## config.mk

```make
export PLATFORM = sky130hd
export DESIGN_NAME = serial_subtractor_4bit
export DESIGN_NICKNAME = d
export VERILOG_FILES = /design/src/rtl/sub_pkg.sv /design/src/rtl/full_subtractor_1bit.sv /design/src/rtl/serial_subtractor_4bit.sv
export SDC_FILE = /design/constraint.sdc
export NUM_CORES = 1
export LEC_CHECK = 0
export CAP_MARGIN = 20
export CORE_MARGIN = 2
export CORE_UTILIZATION = 49
export DETAILED_ROUTE_END_ITERATION = 8
export PLACE_DENSITY_LB_ADDON = 0.25
export SLEW_MARGIN = 15
export SYNTH_ARGS = -nofsm -noshare
export SYNTH_HDL_FRONTEND = slang
export SYNTH_SLANG_ARGS = --single-unit
```

## constraint.sdc

```tcl
create_clock -name clk -period 1.45 [get_ports clk]
set_input_delay 0.2175 -clock clk [delete_from_list [all_inputs] [get_ports clk]]
set_output_delay 0.2175 -clock clk [all_outputs]
set_load 0.01 [all_outputs]
```

## src/rtl/sub_pkg.sv

```systemverilog
// Shared definitions for the serial subtractor: FSM state encoding and default width.
package sub_pkg;

    localparam int DEFAULT_WIDTH = 4;

    typedef enum logic [1:0] {
        IDLE = 2'd0,
        SUB  = 2'd1,
        DONE = 2'd2
    } state_e;

endpackage

```

## src/rtl/full_subtractor_1bit.sv

```systemverilog
// Combinational 1-bit full subtractor: d = x - y - b_in, b_out = borrow out.
module full_subtractor_1bit (
    input  logic x,
    input  logic y,
    input  logic b_in,
    output logic d,
    output logic b_out
);

    assign d     = x ^ y ^ b_in;
    assign b_out = (~x & y) | (~(x ^ y) & b_in);

endmodule

```

## src/rtl/serial_subtractor_4bit.sv

```systemverilog
// Bit-serial subtractor: one result bit per cycle, LSB first, through a single
// full subtractor stage. Handshake: start is accepted only while busy=0 (IDLE);
// done pulses for one cycle when diff/b_out/ovf are loaded.
module serial_subtractor_4bit
    import sub_pkg::*;
#(
    parameter int WIDTH = DEFAULT_WIDTH
) (
    input  logic             clk,
    input  logic             rst_n,
    input  logic             start,
    input  logic [WIDTH-1:0] x,
    input  logic [WIDTH-1:0] y,
    input  logic             b_in,
    output logic             busy,
    output logic             done,
    output logic [WIDTH-1:0] diff,
    output logic             b_out,
    output logic             ovf
);

    localparam int CNT_W = (WIDTH > 1) ? $clog2(WIDTH) : 1;
    localparam logic [CNT_W-1:0] LAST_BIT = CNT_W'(WIDTH - 1);

    state_e           state_q;
    logic [WIDTH-1:0] x_sr_q;
    logic [WIDTH-1:0] y_sr_q;
    logic             borrow_q;
    logic [CNT_W-1:0] cnt_q;
    logic             busy_q;
    logic             done_q;
    logic [WIDTH-1:0] diff_q;
    logic             b_out_q;
    logic             ovf_q;

    logic             fs_d;
    logic             fs_b;

    full_subtractor_1bit u_fs (
        .x     (x_sr_q[0]),
        .y     (y_sr_q[0]),
        .b_in  (borrow_q),
        .d     (fs_d),
        .b_out (fs_b)
    );

    // Result bits enter the minuend register from the top as its bits are consumed,
    // so after WIDTH shifts it holds the full difference without a separate register.
    always_ff @(posedge clk or negedge rst_n) begin
        if (!rst_n) begin
            state_q  <= IDLE;
            x_sr_q   <= '0;
            y_sr_q   <= '0;
            borrow_q <= 1'b0;
            cnt_q    <= '0;
            busy_q   <= 1'b0;
            done_q   <= 1'b0;
            diff_q   <= '0;
            b_out_q  <= 1'b0;
            ovf_q    <= 1'b0;
        end else begin
            done_q <= 1'b0;
            case (state_q)
                IDLE: begin
                    if (start) begin
                        x_sr_q   <= x;
                        y_sr_q   <= y;
                        borrow_q <= b_in;
                        cnt_q    <= '0;
                        busy_q   <= 1'b1;
                        state_q  <= SUB;
                    end
                end
                SUB: begin
                    x_sr_q   <= {fs_d, x_sr_q[WIDTH-1:1]};
                    y_sr_q   <= y_sr_q >> 1;
                    borrow_q <= fs_b;
                    if (cnt_q == LAST_BIT) begin
                        state_q <= DONE;
                        done_q  <= 1'b1;
                        diff_q  <= {fs_d, x_sr_q[WIDTH-1:1]};
                        b_out_q <= fs_b;
                        // Signed overflow: borrow into the MSB differs from borrow out of it.
                        ovf_q   <= borrow_q ^ fs_b;
                    end else begin
                        cnt_q <= cnt_q + CNT_W'(1);
                    end
                end
                DONE: begin
                    busy_q  <= 1'b0;
                    state_q <= IDLE;
                end
                default: begin
                    state_q <= IDLE;
                end
            endcase
        end
    end

    assign busy  = busy_q;
    assign done  = done_q;
    assign diff  = diff_q;
    assign b_out = b_out_q;
    assign ovf   = ovf_q;

endmodule

```

==> flow_summary.toml <==
[worst_setup_path]
critPathKind = "flip-flop to primary output"
critPathMaxStageDelay_ps = 520
path_cells = "clkdlybuf4s50_1"
path_delay_family = "buffers and inverters"
crit_slowest_cell = "clkdlybuf4s50_1"
cp_data_arrival_time_ps = 1160
worstPathRequired_ps = 1230
crit_path_max_fanout = 1
endpoint_kind = "primary output"
cp-start-kind = "flip-flop"
cp.buffers_inverters = 1

[logic_synthesis]
synth_cell_types = 22
synth_seq_cells = 21
syn_avg_cell_area_um2 = 10.70
synth_cells = 89
ys_seq_area_frac = 0.5519
yosys_warnings = 0
syn_area_um2 = 952.2
synth_fp_nets = 103

[sta]
grt_setup_unrepaired = "false"
fin_worst_skew_ps = 4.011
hold_viol_final = 0
post-route-period-util = 0.9483
finalSetupViolCount = 0
period_minus_slack_ps = 1375
tns_ps = 0
tightest_slew_ps = 341.7
slew_headroom = 0.7722
max_freq_mhz = 727.2
drv_slew = 0
hold_slack_ps = 252.5

[routing]
drt-total-wl_um = 1828
via_count = 731
drtIter0Drc = 14
viasPerCell = 5.336
route.detailed.drc = 0
wl_per_cell_um = 13.34
final_antenna_net_count = 0
first_pass_iters = 5

[floorplan]
die_w_um = 48.08
die_area_mm2 = 0.002312
coreArea_mm2 = 0.001783
rows = 15
initial_utilization = 0.5340
io_pins = 20
die_h_um = 48.08

[final_layout]
instances_no_fill = 137
antenna_cells = 0
fill_cells = 146
fin_nets = 127
area_growth_pct = 27.99
drive_above_1_share = 0.1250

[clock_network]
htree_levels = 1
cts-root-buf = "clkbuf_4"
cts_buffer_depth = 2
clock-sinks = 21
holdBufCountCts = 0
cts_tree = "yes"
post_cts_buffers = 0
post_cts_resized = 0
path_clk_slew_ps = 110
clk_latency_ps = 300
cts-buffers-inserted = 3

[place]
dpl.hpwl_um = 1307
gp_congestion = 0.8193
io_buffers = 19
dp.cells = 133

[run]
cap_violations = 0

[global_route]
grt_first_pass_wirelength_um = 2939
grt-ovfl-total = 0
antenna_found_initial = 0
grt_usage = 0.1897
grt_pass1_vias = 619
grt_max_degree = 22

[worst_hold_path]
hp-class = "primary input to asynchronous set/reset pin"

[status]
status = "completed"

[pwr]
power_leakage_nw = 0.5726
ir_drop_mv = 1.060
powerDensity_mw_per_mm2 = 1941
## cells in the final DEF, fill, tap and decap left out
master,count
fa_1,1
or4b_1,1
nor2_1,3
nand2_1,4
o22ai_1,14
clkdlybuf4s50_1,12
buf_4,5
ha_1,1
nand3b_2,1
mux2_2,4
clkbuf_1,1
o31ai_1,1
dfrtp_1,21
o221a_2,1
a22oi_1,1
inv_1,9
nand2b_1,1
a21oi_1,11
clkbuf_4,3
o21ai_0,7
dlymetal6s2s_1,7
nor3_1,1
xor2_1,1
or2b_1,1
## through the flow
step	setup slack [ps]	utilization	power [mW]	area [µm²]
final	74.94	0.6835	2.365	1219
after global routing	1.416	0.6835	2.586	1219
after CTS	28.13	0.6737	2.404	1201
after detailed placement	-8.828	0.6589	2.134	1175
after global placement	25.82	0.6589	2.088	1175
after floorplan	164.9	-	1.775	952.2
## registers in the layout, indices dropped and copies added, names as in the netlist
signal / cells
y_sr_q: 4
diff: 4
cnt_q: 2
busy: 1
done: 1
b_out: 1
ovf: 1
state_q: 2
x_sr_q: 4
borrow_q: 1
## layer usage
metal	wire, µm	global-route usage
met1	832	0.2613
met5	0	0
met4	36	0.09730
met3	85	0.03774
met2	874	0.2827
## synth_stat cells (all sizes together)
library cell  instances  area, µm²
a21oi                11      55.05
a22oi                 1      7.510
buf                   4      32.53
clkbuf                1      3.750
dfrtp                21      525.5
fa                    1      20.02
ha                    1      12.51
inv                   9      33.78
mux2                  4      45.04
nand2                 4      15.01
nand2b                1      6.260
nand3b                1      11.26
nor2                  3      11.26
nor3                  1      5.000
o21ai                 7      35.03
o221a                 1      11.26
o22ai                14      87.58
o31ai                 1      7.510
or2b                  1      7.510
or4b                  1      10.01
xor2                  1      8.760
## power breakdown
part           total (mW)  leakage (nW)  switching, mW  internal, mW
clock network       0.278        0.0150          0.171         0.107
registers            1.06         0.243          0.213         0.847
logic                1.03         0.315          0.494         0.534
## cells by family after synthesis
group                    count (synthesis)  synth area share
AO/OA/AOI/OAI                           35            0.2142
XOR/XNOR                                 1          0.009200
adder cells (fa/ha/maj)                  2           0.03416
buffers and inverters                   14           0.07358
flip-flops                              21            0.5519
multiplexers                             4           0.04730
AND/OR/NAND/NOR                         12           0.06964
## worst paths after layout
path	from	depth (start not counted)	to	slack, ps
min	rst_n	2	y_sr_q[1]	250
max	done	1	done	70
min reg2reg	ovf	2	ovf	490
max in group asynchronous	rst_n	2	cnt_q[0]	990
max reg2reg	y_sr_q[0]	3	diff[3]	110
min in group clk	y[3]	3	y_sr_q[3]	470
## cell type report
cell class | count | area [µm²] | share of cell area
flip-flops and latches | 21 | 525.5 | 0.4312
multi-input cells | 54 | 356.6 | 0.2926
repair buffers | 24 | 245.2 | 0.2012
inverters | 9 | 33.78 | 0.02772
well taps | 25 | 31.28 | 0.02567
clock buffers | 4 | 26.28 | 0.02156
(Power assumes the default switching activity.)
==> patch 1: new RTL, same settings <==
`DEFAULT_WIDTH`: 4 -> 16.
--- a/src/rtl/sub_pkg.sv
+++ b/src/rtl/sub_pkg.sv
@@ -2,5 +2,5 @@
 package sub_pkg;
 
-    localparam int DEFAULT_WIDTH = 4;
+    localparam int DEFAULT_WIDTH = 16;
 
     typedef enum logic [1:0] {
Ports: changed (resized diff, x and y); port bits go from 20 to 56. No check against the original RTL was run, so the function may have changed too.
==> patch 1 against the unedited design <==
- cell count rose to 2.7 times the old value
- sequential cell count is 38 higher
- maximum frequency fell by 4.5%
- via count grew to 2.6 times the old value
- routed wire length rose to 3.0 times the old value
- global-route usage grew 0.33 points
- cell area increased to 3.0 times the old value
- clock power grew to 5.4 times the old value
- synthesized area grew to 2.8 times the old value
- total power increased to 3.1 times the old value
- setup slack got worse by 0.065 ns
- critical endpoint is now diff[1]
- largest cell class unchanged
- highest routed layer unchanged
==> patch 1: results (changes against the unedited design) <==
clkSinkCount: 59  # +180%
arrival_ns: 1.65  # +0.49 ns
netlist_instances: 220  # +150%
dpl_cell_area_um2: 3363  # +190%
grt_pass1_vias: 1877  # +200%
ctsRootBufferMaster: "clkbuf_8"
ys_types: 31  # +41%
post-place-ws_ns: -0.2193  # -0.2105 ns
vias_per_cell: 5.131  # -3.8%
p_leak_nw: 1.740  # +200%
drtPass1Iterations: 4  # -1
crit_family: "flip-flops"
n_fill_cell: 408  # +180%
slowest_stage: "dfrtp_1"
syn-num-nets: 258  # +150%
slowest_delay_ns: 0.44  # -0.08 ns
clock_latency_ns: 0.33  # +0.03 ns
status: "finished, final reports clean"
drive_above_1_share_pct: 19.53  # +7.0 points
synthMuxAreaShare_pct: 20.58  # +16 points
crit_fanout: 7  # +6
gp_congestion: 0.8083  # -1.3%
holdWs_ns: 0.3965  # +0.1440 ns
synth_xor_xnor_area_share_pct: 0.3327  # -0.59 points
drt_iter0_markers: 135  # +121
ir_drop_uv: 1102  # +4.0%
fin_nets: 330  # +160%
synth_compound_area_share_pct: 8.840  # -13 points
netlist_top_cells_area: "dfrtp_1 56%, mux2i_1 12%, o21ai_0 6.3%, nand2_1 5.0%, mux2_4 4.6%"
wl_mm: 5.434  # +200%
dpl.cell_count: 346  # +160%
[patch 1: repair_timing]
| action | CTS | global route |
|---|---|---|
| endpoints found under the hold margin | 18 | 0 |
| gates cloned | 0 | 1 |
| setup endpoints to repair | 20 | 54 |
| setup buffers | 1 | 2 |
| pin swaps | 1 | 1 |
| hold buffers | 1 | 0 |
| resized for setup | 12 | 41 |
[patch 1: report_power, final]
group / total (W) / leakage (nW) / internal, W / switching (W)
clock network: 0.00151 / 0.109 / 0.000903 / 0.000609
registers: 0.00282 / 0.754 / 0.00236 / 0.000455
logic: 0.00309 / 0.877 / 0.00168 / 0.00141
[patch 1: routing by layer]
layer  GRT usage (%)  share of wire (%)
met4           9.107                1.4
met3           4.824                4.9
met5               0                  0
met2           28.96                 47
met1           26.34                 47
[patch 1: cell type report]
class | count | area share, %
Clock buffer | 16 | 5.689
Multi-Input combinational cell | 140 | 28.95
Inverter | 7 | 0.7111
Tap cell | 70 | 2.370
Timing Repair Buffer | 75 | 22.32
Sequential cell | 59 | 39.96
==> patch 2: new RTL, config.mk and constraints unchanged <==
Made on the original files. Register the inputs `start`, `x`, `y` and `b_in` before use. The logic sees them one clock later. Comments in the files are not updated.
--- a/src/rtl/serial_subtractor_4bit.sv
+++ b/src/rtl/serial_subtractor_4bit.sv
@@ -22,4 +22,16 @@
     localparam int CNT_W = (WIDTH > 1) ? $clog2(WIDTH) : 1;
     localparam logic [CNT_W-1:0] LAST_BIT = CNT_W'(WIDTH - 1);
+
+    logic start_q;
+    logic [WIDTH-1:0] x_q;
+    logic [WIDTH-1:0] y_q;
+    logic b_q;
+
+    always_ff @(posedge clk) begin
+        start_q <= start;
+        x_q     <= x;
+        y_q     <= y;
+        b_q     <= b_in;
+    end
 
     state_e           state_q;
@@ -63,8 +75,8 @@
             case (state_q)
                 IDLE: begin
-                    if (start) begin
-                        x_sr_q   <= x;
-                        y_sr_q   <= y;
-                        borrow_q <= b_in;
+                    if (start_q) begin
+                        x_sr_q   <= x_q;
+                        y_sr_q   <= y_q;
+                        borrow_q <= b_q;
                         cnt_q    <= '0;
                         busy_q   <= 1'b1;
Check against the original RTL: not equivalent (Yosys sat finds a counterexample within 4 cycles, from zero or initial values and one cycle with rst_n low).
==> patch 2 against the unedited design <==
- sequential cell count rose by 10
- largest power group unchanged
- setup slack lost 0.017 ns
- routed wire length is 9.1% higher
- non-clock buffer count shrank 3
- largest cell class unchanged
- total power increased by 24%
- cell area is 17% higher
- critical path depth stayed put
- synthesized area grew 23%
- cell count is 10% higher
==> patch 2: results (changes against the unedited design) <==
crit_family: "buffers and inverters"
post-dp-hpwl_mm: 1.355  # +3.7%
cts_setup_buffers: 0  # unchanged
h-tree-depth: 2  # +1
vias_per_cell: 5.185  # -2.8%
drtPass1Iterations: 7  # +2
seq_area_frac_synth_pct: 61.97  # +6.8 points
yosys_most_used_dff: "dfrtp_1"
wl_mm: 1.995  # +9.1%
status: "finished, final reports clean"
grt_usage_pct: 17.59  # -1.4 points
grt_pass1_wl_mm: 3.318  # +13%
slowest_delay_ns: 0.52  # about the same
cts_buffers: 5  # +2
ctsRootBufferMaster: "clkbuf_4"
grt_pass1_vias: 741  # +20%
antenna_found_initial: 0  # unchanged
drt_iter0_markers: 25  # +11
post-place-ws_ns: 0.1227  # +0.1315 ns
hold_class: "input pin to async pin"
clock_latency_ns: 0.34  # +0.04 ns
syn-num-nets: 113  # +9.7%
grt_max_degree: 22  # unchanged
synth_xor_xnor_area_share_pct: 0.7479  # -0.17 points
ir_drop_uv: 1208  # +14%
synthMuxAreaShare_pct: 5.128  # +0.40 points
ys_types: 20  # -9.1%
synth_compound_area_share_pct: 17.95  # -3.5 points
netlist_top_cells_area: "dfrtp_1 45%, dfxtp_1 17%, o22ai_1 8.5%, a21oi_1 5.1%, mux2_4 5.1%"
n_antenna_cell: 0  # unchanged
yosys.area_share.adder_pct: 2.778  # -0.64 points
drive_above_1_share_pct: 11.38  # -1.1 points
gp_congestion: 0.7218  # -12%
slew_headroom_pct: 74.73  # -2.5 points
p_leak_nw: 0.6695  # +17%
clock_path_buffers: 2  # unchanged
skew_ns: 0.01679  # +0.01278 ns
fin_nets: 136  # +7.1%
crit_fanout: 1  # unchanged
postCtsResizedCells: 5  # +5
n_fill_cell: 185  # +27%
synth-async-reset-ratio_pct: 67.74  # -32 points
portBuffers: 19  # unchanged
synth_common_cells: "21 x dfrtp_1, 16 x o22ai_1, 12 x a21oi_1"
==> patch 2: logic make-up (layout without fill, tap and decap cells) <==
kind of cell    Yosys count  count (layout)
simple gates             10              10
fa+ha+maj                 2               2
mux                       4               4
buf+inv                  14              38
compound gates           37              37
xor+xnor                  1               1
flops                    31              31
==> patch 2: routing by layer <==
layer / track usage (%) / routed length [um] / up-vias
met5: 0 / 0 / -
met4: 7.692 / 0 / 0
met3: 8.475 / 132 / 0
met2: 26.25 / 976 / 29
met1: 21.52 / 887 / 355
li1: - / - / 399
==> patch 2: final cells by class <==
type                    count  share of cell area, %
clock buffers               7                  3.850
clock inverters             1                 0.3500
inverters                   9                  2.362
multi-input cells          54                  25.98
flip-flops and latches     31                  50.74
well taps                  28                  2.450
repair buffers             21                  14.26
==> patch 2: path summary, 6_finish.rpt <==
path                       slack (ns)  startpoint    endpoint  cells past startpoint
setup / recovery                 0.06        done        done                      1
hold / removal                   0.22       rst_n   x_sr_q[1]                      2
setup reg to reg                 0.09    cnt_q[0]     diff[1]                      3
hold reg to reg                  0.44      y_q[3]   y_sr_q[3]                      2
max in group asynchronous        1.00       rst_n  state_q[0]                      2
min in group clk                 0.33        y[0]      y_q[0]                      1
==> patch 2: per-stage QoR <==
step           instances  power (W)  cell area [um^2]
6_report             151   0.002934              1430
5_1_grt              151   0.003186              1430
4_1_cts              151   0.002968              1425
3_5_place_dp         143   0.002505              1371
3_3_place_gp         143   0.002451              1371
2_1_floorplan         99   0.002148              1171
==> patch 2: report_power, final <==
part	internal, W	total [W]	switching [W]
logic	0.000533	0.00104	0.000509
clock network	0.000234	0.000510	0.000275
registers	0.00114	0.00138	0.000238
total	0.00191	0.00293	0.00102
